[src/rtl/pulse_seq_pkg.sv]
// rtl/pulse_seq_pkg.sv - shared types and constants for pulse_sequencer
// Purpose: FSM state encoding, field widths and the ms-to-cycles helper.
// Ports: none (package).
package pulse_seq_pkg;

  localparam int DUR_W = 8;  // width of one dur_ms slice
  localparam int ID_W  = 3;  // width of grant_id / round-robin pointer

  typedef enum logic [1:0] {
    IDLE  = 2'd0,
    PULSE = 2'd1,
    GAP   = 2'd2
  } state_t;

  function automatic int unsigned cyc_per_ms(input longint unsigned clk_hz);
    return int'(clk_hz / 1000);
  endfunction

endpackage

[src/rtl/rr_arbiter.sv]
// rtl/rr_arbiter.sv - combinational round-robin pick over pending requests
// Purpose: pick the first set bit of pending searching from pointer+1 with wrap.
// Ports:
//   pending  in  N_REQ  requests waiting for service
//   pointer  in  ID_W   index served last
//   grant    out N_REQ  one-hot pick (all zero when pending == 0)
//   index    out ID_W   binary index of the pick (0 when pending == 0)
module rr_arbiter
  import pulse_seq_pkg::*;
#(
  parameter int N_REQ = 4
) (
  input  logic [N_REQ-1:0] pending,
  input  logic [ID_W-1:0]  pointer,
  output logic [N_REQ-1:0] grant,
  output logic [ID_W-1:0]  index
);

  logic found;
  int   cand;

  always_comb begin
    grant = '0;
    index = '0;
    found = 1'b0;
    cand  = 0;
    // offsets 1..N_REQ so the last served requester is checked last
    for (int off = 1; off <= N_REQ; off++) begin
      cand = int'(pointer) + off;
      if (cand >= N_REQ) cand = cand - N_REQ;
      if (!found && pending[cand]) begin
        found       = 1'b1;
        grant[cand] = 1'b1;
        index       = ID_W'(cand);
      end
    end
  end

endmodule

[src/rtl/pulse_sequencer.sv]
// rtl/pulse_sequencer.sv - round-robin sharing of one timed pulse output
// Purpose: latch rising edges on req_in, serve them one at a time with a
//   pulse of dur_ms[i] ms followed by a GAP_MS guard gap.
// Optional feature: PULSE_SEQ_DROP_CNT_EN adds drop_cnt (absorbed-edge counter).
// Ports:
//   clk        in   1          clock
//   rstn       in   1          synchronous active-low reset
//   req_in     in   N_REQ      request lines, rising edge = request
//   dur_ms     in   8*N_REQ    pulse length per requester in ms
//   pulse_out  out  1          shared pulse output
//   grant_id   out  3          requester being served, valid while busy
//   busy       out  1          high in PULSE and GAP
//   pending    out  N_REQ      latched, not yet served requests
//   drop_cnt   out  16         absorbed edges, saturating (optional)
module pulse_sequencer
  import pulse_seq_pkg::*;
#(
  parameter int CLK_HZ = 27000000,
  parameter int N_REQ  = 4,
  parameter int GAP_MS = 1
) (
  input  logic                   clk,
  input  logic                   rstn,
  input  logic [N_REQ-1:0]       req_in,
  input  logic [DUR_W*N_REQ-1:0] dur_ms,
  output logic                   pulse_out,
  output logic [ID_W-1:0]        grant_id,
  output logic                   busy,
`ifdef PULSE_SEQ_DROP_CNT_EN
  output logic [15:0]            drop_cnt,
`endif
  output logic [N_REQ-1:0]       pending
);

  localparam int unsigned CYC_PER_MS = cyc_per_ms(longint'(CLK_HZ));
  localparam logic [31:0] GAP_CYC    = 32'(GAP_MS * CYC_PER_MS);

  if (N_REQ < 2 || N_REQ > 8) begin : g_bad_nreq
    $error("pulse_sequencer: N_REQ must be 2..8");
  end
  if (64'(CYC_PER_MS) * 64'd255 >= 64'h1_0000_0000) begin : g_bad_clk
    $error("pulse_sequencer: 255*CYC_PER_MS does not fit in 32 bits");
  end

  state_t            state, state_nxt;
  logic [N_REQ-1:0]  req_d;
  logic [N_REQ-1:0]  rise;
  logic [N_REQ-1:0]  grant_oh;
  logic [N_REQ-1:0]  grant_clr;
  logic [ID_W-1:0]   pick_idx;
  logic [ID_W-1:0]   pointer;
  logic [31:0]       counter;
  logic [31:0]       limit;
  logic [31:0]       limit_pick;
  logic [DUR_W-1:0]  dur_pick;
  logic              take;
  logic              last_pulse;
  logic              last_gap;

  rr_arbiter #(.N_REQ(N_REQ)) u_arb (
    .pending (pending),
    .pointer (pointer),
    .grant   (grant_oh),
    .index   (pick_idx)
  );

  assign rise       = req_in & ~req_d;
  assign take       = (state == IDLE) && (|pending);
  assign grant_clr  = take ? grant_oh : '0;
  assign dur_pick   = dur_ms[DUR_W*int'(pick_idx) +: DUR_W];
  assign limit_pick = 32'((dur_pick == '0) ? DUR_W'(1) : dur_pick) * CYC_PER_MS;
  assign last_pulse = (counter == limit - 32'd1);
  assign last_gap   = (counter == GAP_CYC - 32'd1);

  // FSM state register
  always_ff @(posedge clk) begin
    if (!rstn) state <= IDLE;
    else       state <= state_nxt;
  end

  // FSM next state
  always_comb begin
    state_nxt = state;
    case (state)
      IDLE:    if (take) state_nxt = PULSE;
      PULSE:   if (last_pulse) state_nxt = (GAP_MS == 0) ? IDLE : GAP;
      GAP:     if (last_gap) state_nxt = IDLE;
      default: state_nxt = IDLE;
    endcase
  end

  // FSM outputs
  always_comb begin
    pulse_out = (state == PULSE);
    busy      = (state != IDLE);
  end

  // Edge history, pending set, grant bookkeeping and the shared counter.
  // A rise on the index being granted re-arms pending because rise is OR-ed
  // after the clear.
  always_ff @(posedge clk) begin
    if (!rstn) begin
      req_d    <= '0;
      pending  <= '0;
      pointer  <= ID_W'(N_REQ - 1);
      grant_id <= '0;
      counter  <= '0;
      limit    <= '0;
    end else begin
      req_d   <= req_in;
      pending <= (pending & ~grant_clr) | rise;
      case (state)
        IDLE: begin
          if (take) begin
            grant_id <= pick_idx;
            pointer  <= pick_idx;
            limit    <= limit_pick;
            counter  <= '0;
          end
        end
        PULSE:   counter <= last_pulse ? 32'd0 : counter + 32'd1;
        GAP:     counter <= counter + 32'd1;
        default: counter <= '0;
      endcase
    end
  end

`ifdef PULSE_SEQ_DROP_CNT_EN
  logic [N_REQ-1:0] absorbed;
  logic [3:0]       n_abs;
  logic [16:0]      drop_sum;

  assign absorbed = rise & pending & ~grant_clr;

  always_comb begin
    n_abs = '0;
    for (int i = 0; i < N_REQ; i++) n_abs = n_abs + 4'(absorbed[i]);
    drop_sum = {1'b0, drop_cnt} + 17'(n_abs);
  end

  always_ff @(posedge clk) begin
    if (!rstn)            drop_cnt <= '0;
    else if (drop_sum[16]) drop_cnt <= 16'hFFFF;
    else                  drop_cnt <= drop_sum[15:0];
  end
`endif

endmodule

[config.mk]
export PLATFORM = sky130hd
export DESIGN_NAME = pulse_sequencer
export DESIGN_NICKNAME = d
export VERILOG_FILES = /design/src/rtl/pulse_seq_pkg.sv /design/src/rtl/rr_arbiter.sv /design/src/rtl/pulse_sequencer.sv
export SDC_FILE = /design/constraint.sdc
export NUM_CORES = 1
export LEC_CHECK = 0
export CAP_MARGIN = 20
export CORE_UTILIZATION = 51
export CTS_BUF_LIST = sky130_fd_sc_hd__clkbuf_4 sky130_fd_sc_hd__clkbuf_8
export DETAILED_ROUTE_END_ITERATION = 10
export PLACE_DENSITY = 0.8
export SYNTH_ARGS = -nofsm -noshare
export SYNTH_HDL_FRONTEND = slang
export SYNTH_SLANG_ARGS = --single-unit
[constraint.sdc]
create_clock -name clk -period 11.05 [get_ports clk]
set_input_delay 2.21 -clock clk [delete_from_list [all_inputs] [get_ports clk]]
set_output_delay 2.21 -clock clk [all_outputs]
set_load 0.05 [all_outputs]
==> reports/results.txt <==
Unrepaired setup endpoints after global routing: no
Status: completed
Setup TNS: 0 ns
Cell family with most CP delay: adder cells
CTS sink cnt: 67
Crit-path max FO: 38
Max Cap Violations: 0
Top Ports: 47
Yosys warns: 0
Least-Margin Pin Slew: 0.789 ns
Slew Viols, Final: 0
Max Freq: 0.125 GHz
Post-synth EDFFs: 0
Avg Synthesized Cell Area: 7.68 sq um
Worst skew pair latency: 0.36 ns
Fin. Hold Viols: 0
Hold_buf cts: 0
DRC: 0
Kind of end point of the critical path: register
Post_cts resized: 0
Pre-antenna DRT Iters: 5
Largest net degree at the start of global routing: 46
Via density: 6.10
Iter 0 DRT Violations: 669
Congestion Overflow GR: 0
Hold_sp: limit[16]
Slowest-stage cell, CP: ha_1
Reg-to-reg endpoint: limit[22]
Pre-CTS WS: 3.16 ns
R2R setup slack: 3.05 ns
FP Rows: 43
DRT antenna net count: 0
Vias in the first global route: 6484
Most frequent cells in the layout: nand2_1, inv_1, ha_1
Share of cells above drive strength 1: 0.0685
Fillers: 1291
WP data required: 11.28 ns
Chip width: 122 um
WS Path Type: reg2reg
CTS tree: built
Number of buffers created by CTS: 9
Area of the multi-input gates: 0.00544 sq mm
First-pass GRT wire length: 30500 um
Final period utilization: 0.724
Die H: 122 um
Placer Congestion: 0.933
GRT Util Overall: 0.251
Headroom to the max-slew limit: 0.469
Hold path endpoint: limit[16]
Final setup vio count: 0
Library cells used by synthesis: 83
WP data arrival: 8.23 ns
Hold path depth: 2
I/O Buffers: 46
Startpoint Class: register
Initial Util: 0.527
Nets: 1090
Final wirelength: 18100 um
DIE AREA: 0.0149 sq mm
Initial antenna violation count: 0
HP Class: reg2reg
Depth of the worst register-to-register path: 27
Final setup margin: 3.05 ns
Area Growth Syn to Fin: 9.22%
Clk slew on worst S/H paths: 0.08 ns
Register area share after synthesis: 0.182
Worst Skew: 0.0136 ns
Ys flop type: dfxtp_1
Async set-or-reset flop fraction in the synthesized netlist: 0
Deepest clock path buffer count: 2
Post-layout util: 0.576
Hold slack: 0.482 ns
Synth Cell Area: 0.00737 sq mm
WL/cell: 15.8 um
Clock H-tree levels: 3
Clock period minus worst slack: 8.00 ns
Most used cell, CP: inv_1
Commonest non-fill, non-tap cell in the layout: nand2_1
ANT cells: 0
CORE AREA: 0.0140 sq mm
R2R Path Start: pointer[0]
Worst setup startpoint: pointer[0]
Vias: 6983
Buf/Inv on CP: 6
Post-detail-place hpwl: 13500 um
Worst path max stage delay: 0.58 ns
Setup Buffers After CTS: 0
Register area: 0.00134 sq mm
Register bit count reported by yosys: 67
Syn nets: 1091
Synth Instances: 960
Number of cells on the critical path: 27
Clock root buffer: clkbuf_8
## worst min-delay path: cells and delay by family, from the launching register on
kind / cells / cell delay (ns)
AO/OA/AOI/OAI: 1 / 0.05
flip-flops: 1 / 0.33
AND/OR/NAND/NOR: 1 / 0.06
## flip-flops by register name (all words and copies together) (netlist names)
| name | cells |
|---|---|
| counter | 32 |
| grant_id | 3 |
| limit | 20 |
| pending | 4 |
| pointer | 2 |
| req_d | 4 |
| state | 2 |
## final cells by class
class / count / share of cell area
Sequential cell: 67 / 0.167
Clock buffer: 12 / 0.0205
Inverter: 74 / 0.0345
Timing Repair Buffer: 58 / 0.0684
Clock inverter: 4 / 0.00591
Multi-Input combinational cell: 749 / 0.676
Tap cell: 180 / 0.0280
## metrics by stage
stage,instance area (sq um),std cells
floorplan,7370,960
CTS,8050,1144
global route,8050,1144
global placement,7840,1128
finish,8050,1144
detailed placement,7840,1128
## logic make-up (layout without fill, tap and decap cells)
group,Yosys count,count (layout),share of synthesized area
compound gates,216,216,0.211
xor+xnor,34,34,0.0404
fa+ha+maj,93,93,0.183
buf+inv,144,148,0.0799
flops,67,67,0.182
mux,21,21,0.0360
simple gates,385,385,0.267
## routing by layer
metal / track usage / vias up / part of all wire
met5: 0 / - / 0
met4: 0.0915 / 0 / 0.025
met3: 0.0349 / 34 / 0.049
met2: 0.416 / 218 / 0.46
met1: 0.332 / 3268 / 0.46
li1: - / 3463 / -
## synth_stat cells, drive strengths merged (5+ instances only)
cell	number	area (sq um)
a2111oi	5	51.3
a211oi	10	80.1
a21o	5	37.5
a21oi	45	229
a31oi	7	43.8
and2	12	75.1
and3	22	138
buf	15	103
clkbuf	55	209
dfxtp	67	1340
fa	25	500
ha	68	851
inv	74	278
mux2i	13	130
nand2	119	447
nand2b	9	63.8
nand3	40	200
nand3b	7	52.6
nand4	13	81.3
nor2	52	195
nor2b	9	58.8
nor3	37	190
nor4	17	121
o2111ai	11	96.3
o211ai	36	284
o21a	7	52.6
o21ai	31	159
o221ai	12	105
o31ai	6	45.0
or2	14	87.6
or3	15	93.8
or4	5	37.5
xnor2	18	158
xor2	16	140
## worst max path at each step
stage / end / slack, ns
6_report: limit[22] / 3.05
5_1_grt: limit[22] / 2.35
4_1_cts: limit[22] / 3.12
3_5_place_dp: limit[22] / 3.16
3_3_place_gp: limit[22] / 3.36
2_1_floorplan: limit[22] / 3.31
Power is left out: the tool's default activity adds up to more than one toggle a clock period on the data nets, which glitch-free logic cannot reach.
==> RTL change 1, RTL diff (config.mk and constraints unchanged) <==
The package constant `ID_W` goes from 3 to 6.
--- a/src/rtl/pulse_seq_pkg.sv
+++ b/src/rtl/pulse_seq_pkg.sv
@@ -5,5 +5,5 @@
 
   localparam int DUR_W = 8;  // width of one dur_ms slice
-  localparam int ID_W  = 3;  // width of grant_id / round-robin pointer
+  localparam int ID_W  = 6;  // width of grant_id / round-robin pointer
 
   typedef enum logic [1:0] {
Interface: changed (resized grant_id); port bits go from 47 to 50. The function was not compared with the original's and may differ.
==> RTL change 1 against the unedited design <==
- final cell count grew 12%
- critical path depth down 5
- synthesized area increased by 11%
- largest cell class unchanged
- sequential cell count increased by 3
- cell area grew 11%
- routed wire length grew 17%
- setup slack improved by 190 ps
Power is left out: the tool's default activity adds up to more than one toggle a clock period on the data nets, which glitch-free logic cannot reach.
==> RTL change 1: results (changes against the unedited design) <==
[detailed_routing]
via_per_inst = 6.05  ; -0.89%
firstDrtPassIters = 5  ; unchanged
post_drt_wl_per_cell_um = 16.4  ; +4.0%
drtIter0Drc = 550  ; -18%
wl_um = 21100  ; +17%

[global_route]
track_usage = 0.261  ; +0.00992
met2_usage = 0.436  ; +0.0202
antenna_found_initial = 0  ; unchanged
grt_pass1_vias = 7161  ; +10%
met1_usage = 0.346  ; +0.0138
grt_max_degree = 47  ; +2.2%
grt_pass1_wl_um = 34800  ; +14%
grt_util_met3 = 0.0358  ; +0.000908

[placement]
gp_congestion = 0.912  ; -2.2%
dp.cells = 1267  ; +12%
portBuffers = 49  ; +6.5%
hpwlAfterDp_um = 16100  ; +20%

[yosys]
yosys-top-cells-area = dfxtp_1, ha_1, fa_1
syn_nets = 1201  ; +10%
ys_seq_area_frac = 0.171  ; -0.0112
synthFlopType = dfxtp_1
synthArstFlopShare = 0  ; unchanged
syn_inst = 1057  ; +10%
netlist-cell-type-count = 81  ; -2.4%
synth-warning-count = 0  ; unchanged
synth_common_cells = nand2_1, inv_1, ha_1

[cts]
ctsResizeCount = 0  ; unchanged
htreeDepth = 3  ; unchanged
clk_pin_slew_ps = 90
clk_root_buffer_cell = clkbuf_8
insertion_delay_ps = 360  ; about the same
post_cts_buffers = 0  ; unchanged
clockBufferDepth = 2  ; unchanged
cts_buffers = 9  ; unchanged

[setup_path]
cp.arrival_ps = 8040  ; -190 ps
cp_max_fo = 20  ; -47%

[cells_and_area]
diodes = 0  ; unchanged
largestRegisters = counter (32), limit (20), grant_id (6)
layout-drive-gt1-share = 0.0619  ; -0.00661

[hold_path]
hold_class = register to register

[timing]
finClkSkew_ps = 16.1  ; +2.50 ps
relSlewSlack = 0.312  ; -0.157

[outcome]
status = complete, no violations

-- RTL change 1: through the flow --
stage	cell area (µm²)	worst slack, ps
after global placement	8730	3560
final	8920	3240
after floorplan	8210	4160
after global routing	8920	2850
after CTS	8920	3330
after detailed placement	8730	3350
-- RTL change 1: worst max-delay path, cell delays in order (launching register included) --
cell      delay [ps]
dfxtp_1          770
inv_1            300
ha_1             530
mux4_2           410
o21bai_1         770
a21oi_1          390
a221oi_1         390
a22oi_1          170
and2_1           250
fa_1             610
inv_1             60
fa_1             480
inv_1             60
fa_1             440
fa_1             420
ha_1             370
nand2_1           90
o21a_1           210
a211o_1          300
a31oi_1          250
a31oi_1          150
xnor2_1          170
a21oi_1           80
-- RTL change 1: final cells by class --
| class | count | area [µm²] |
|---|---|---|
| Multi-Input combinational cell | 840 | 6210 |
| Fill cell | 1499 | 6850 |
| Sequential cell | 70 | 1400 |
| Inverter | 87 | 327 |
| Timing Repair Buffer | 54 | 528 |
| Clock inverter | 6 | 45.0 |
| Clock buffer | 10 | 138 |
| Tap cell | 216 | 270 |
-- RTL change 1: metal layers --
metal / vias up / wire [µm]
met5: - / 0
met3: 40 / 1250
met1: 3643 / 9600
li1: 3818 / -
met2: 261 / 9700
met4: 0 / 546
-- RTL change 1: kinds of logic (layout without fill, tap and decap cells) --
group,after synthesis,in the layout,share of synthesized area
and+or+nand+nor,406,406,0.263
AOI/OAI and AO/OA,233,233,0.197
buffers and inverters,147,157,0.0738
adders and majority gates,106,106,0.184
xor gates and xnor gates,74,74,0.0790
DFF,70,70,0.171
muxes,21,21,0.0313
-- RTL change 1: path summary, 6_finish.rpt --
check                                from                     end  slack [ps]  depth (start not counted)
setup / recovery  pointer[1]$_SDFFE_PN1P_  limit[22]$_SDFFE_PN0P_        3240                         22
hold / removal        req_d[2]$_SDFF_PN0_   pending[2]$_SDFF_PN0_         470                          2
setup reg to reg  pointer[1]$_SDFFE_PN1P_  limit[22]$_SDFFE_PN0P_        3240                         22
hold reg to reg       req_d[2]$_SDFF_PN0_   pending[2]$_SDFF_PN0_         470                          2
==> RTL change 2, RTL diff (same settings) <==
Without the edit above. `pending` no longer has a reset.
--- a/src/rtl/pulse_sequencer.sv
+++ b/src/rtl/pulse_sequencer.sv
@@ -102,5 +102,4 @@
     if (!rstn) begin
       req_d    <= '0;
-      pending  <= '0;
       pointer  <= ID_W'(N_REQ - 1);
       grant_id <= '0;
@@ -109,5 +108,4 @@
     end else begin
       req_d   <= req_in;
-      pending <= (pending & ~grant_clr) | rise;
       case (state)
         IDLE: begin
@@ -124,4 +122,8 @@
       endcase
     end
+  end
+
+  always_ff @(posedge clk) begin
+    pending <= (pending & ~grant_clr) | rise;
   end
 
Check against the original RTL: not equivalent (Yosys sat finds a counterexample within 4 cycles, from zero or initial values and one cycle with rstn low).
==> RTL change 2 against the unedited design <==
- synthesized area is 8.1% lower
- routed wire length is 8.3% lower
- non-clock buffer count is 7 lower
- cell area down 6.6%
- core utilization grew 1.3 points
- critical path type unchanged
- sequential cell count unchanged
- critical endpoint unchanged
- setup slack worse by 630 ps
Power is not shown: default switching activity piles up to over one toggle a cycle in this logic, so the estimate is an artifact.
==> RTL change 2: results (changes against the unedited design) <==
[outcome]
status = complete, no violations

[placement]
place_area_mm2 = 0.00727  ; -7.2%
pre_cts_ws_ps = 2650  ; -513 ps
gp_congestion = 0.879  ; -5.8%

[global_route]
track_usage = 0.253  ; +0.00122
met2_usage = 0.413  ; -0.00275
grt_pass1_vias = 5723  ; -12%
grt_util_met3 = 0.0391  ; +0.00428
grt_max_degree = 36  ; -22%
grt_pass1_wl_um = 27600  ; -9.4%

[yosys]
ys_seq_area_frac = 0.198  ; +0.0161
syn_area_per_cell_um2 = 7.90  ; +2.9%
yosys-top-cells-area = dfxtp_1, ha_1, fa_1

[cells_and_area]
multi_input_cells = 659  ; -12%
num-fill-cells = 1136  ; -12%
layout-drive-gt1-share = 0.0491  ; -0.0193
design_area_mm2 = 0.00752  ; -6.6%
clkbuf_count = 10  ; -2
inv_count = 82  ; +11%
multi_input_area_mm2 = 0.00491  ; -9.8%
synthToLayoutAreaGrowth_pct = 11.0
nonClkBufAreaFrac = 0.0662  ; -0.00215

[setup_path]
max_stage_delay_ps = 720  ; +140 ps
cp.arrival_ps = 8870  ; +640 ps
cp_max_fo = 14  ; -63%

[detailed_routing]
dr_wl_met3_um = 962  ; +9.2%
wl_met1_um = 7740  ; -7.8%
drtIter0Drc = 787  ; +18%
met2WireLength_um = 7630  ; -8.8%

[timing]
finClkSkew_ps = 14.4  ; +0.751 ps

## RTL change 2: kinds of logic after synthesis
logic type / after synthesis / synth area share
buffers and inverters: 131 / 0.0765
DFF: 67 / 0.198
muxes: 34 / 0.0582
and+or+nand+nor: 305 / 0.232
xor gates and xnor gates: 37 / 0.0479
AOI/OAI and AO/OA: 190 / 0.187
adders and majority gates: 93 / 0.200
## RTL change 2: final timing paths
check / to / slack (ps) / startpoint
min reg2reg: pending[2]$_DFF_P_ / 410 / req_d[2]$_SDFF_PN0_
max reg2reg: limit[22]$_SDFFE_PN0P_ / 2420 / pointer[1]$_SDFFE_PN1P_
max: limit[22]$_SDFFE_PN0P_ / 2420 / pointer[1]$_SDFFE_PN1P_
min: pending[2]$_DFF_P_ / 410 / req_d[2]$_SDFF_PN0_
## RTL change 2: worst max-delay path: cells and delay by family (launching register included)
family | cells | cell delay, ps
compound gates | 7 | 1760
fa+ha+maj | 6 | 2850
buf+inv | 3 | 390
flops | 1 | 660
mux | 4 | 1600
simple gates | 4 | 1210
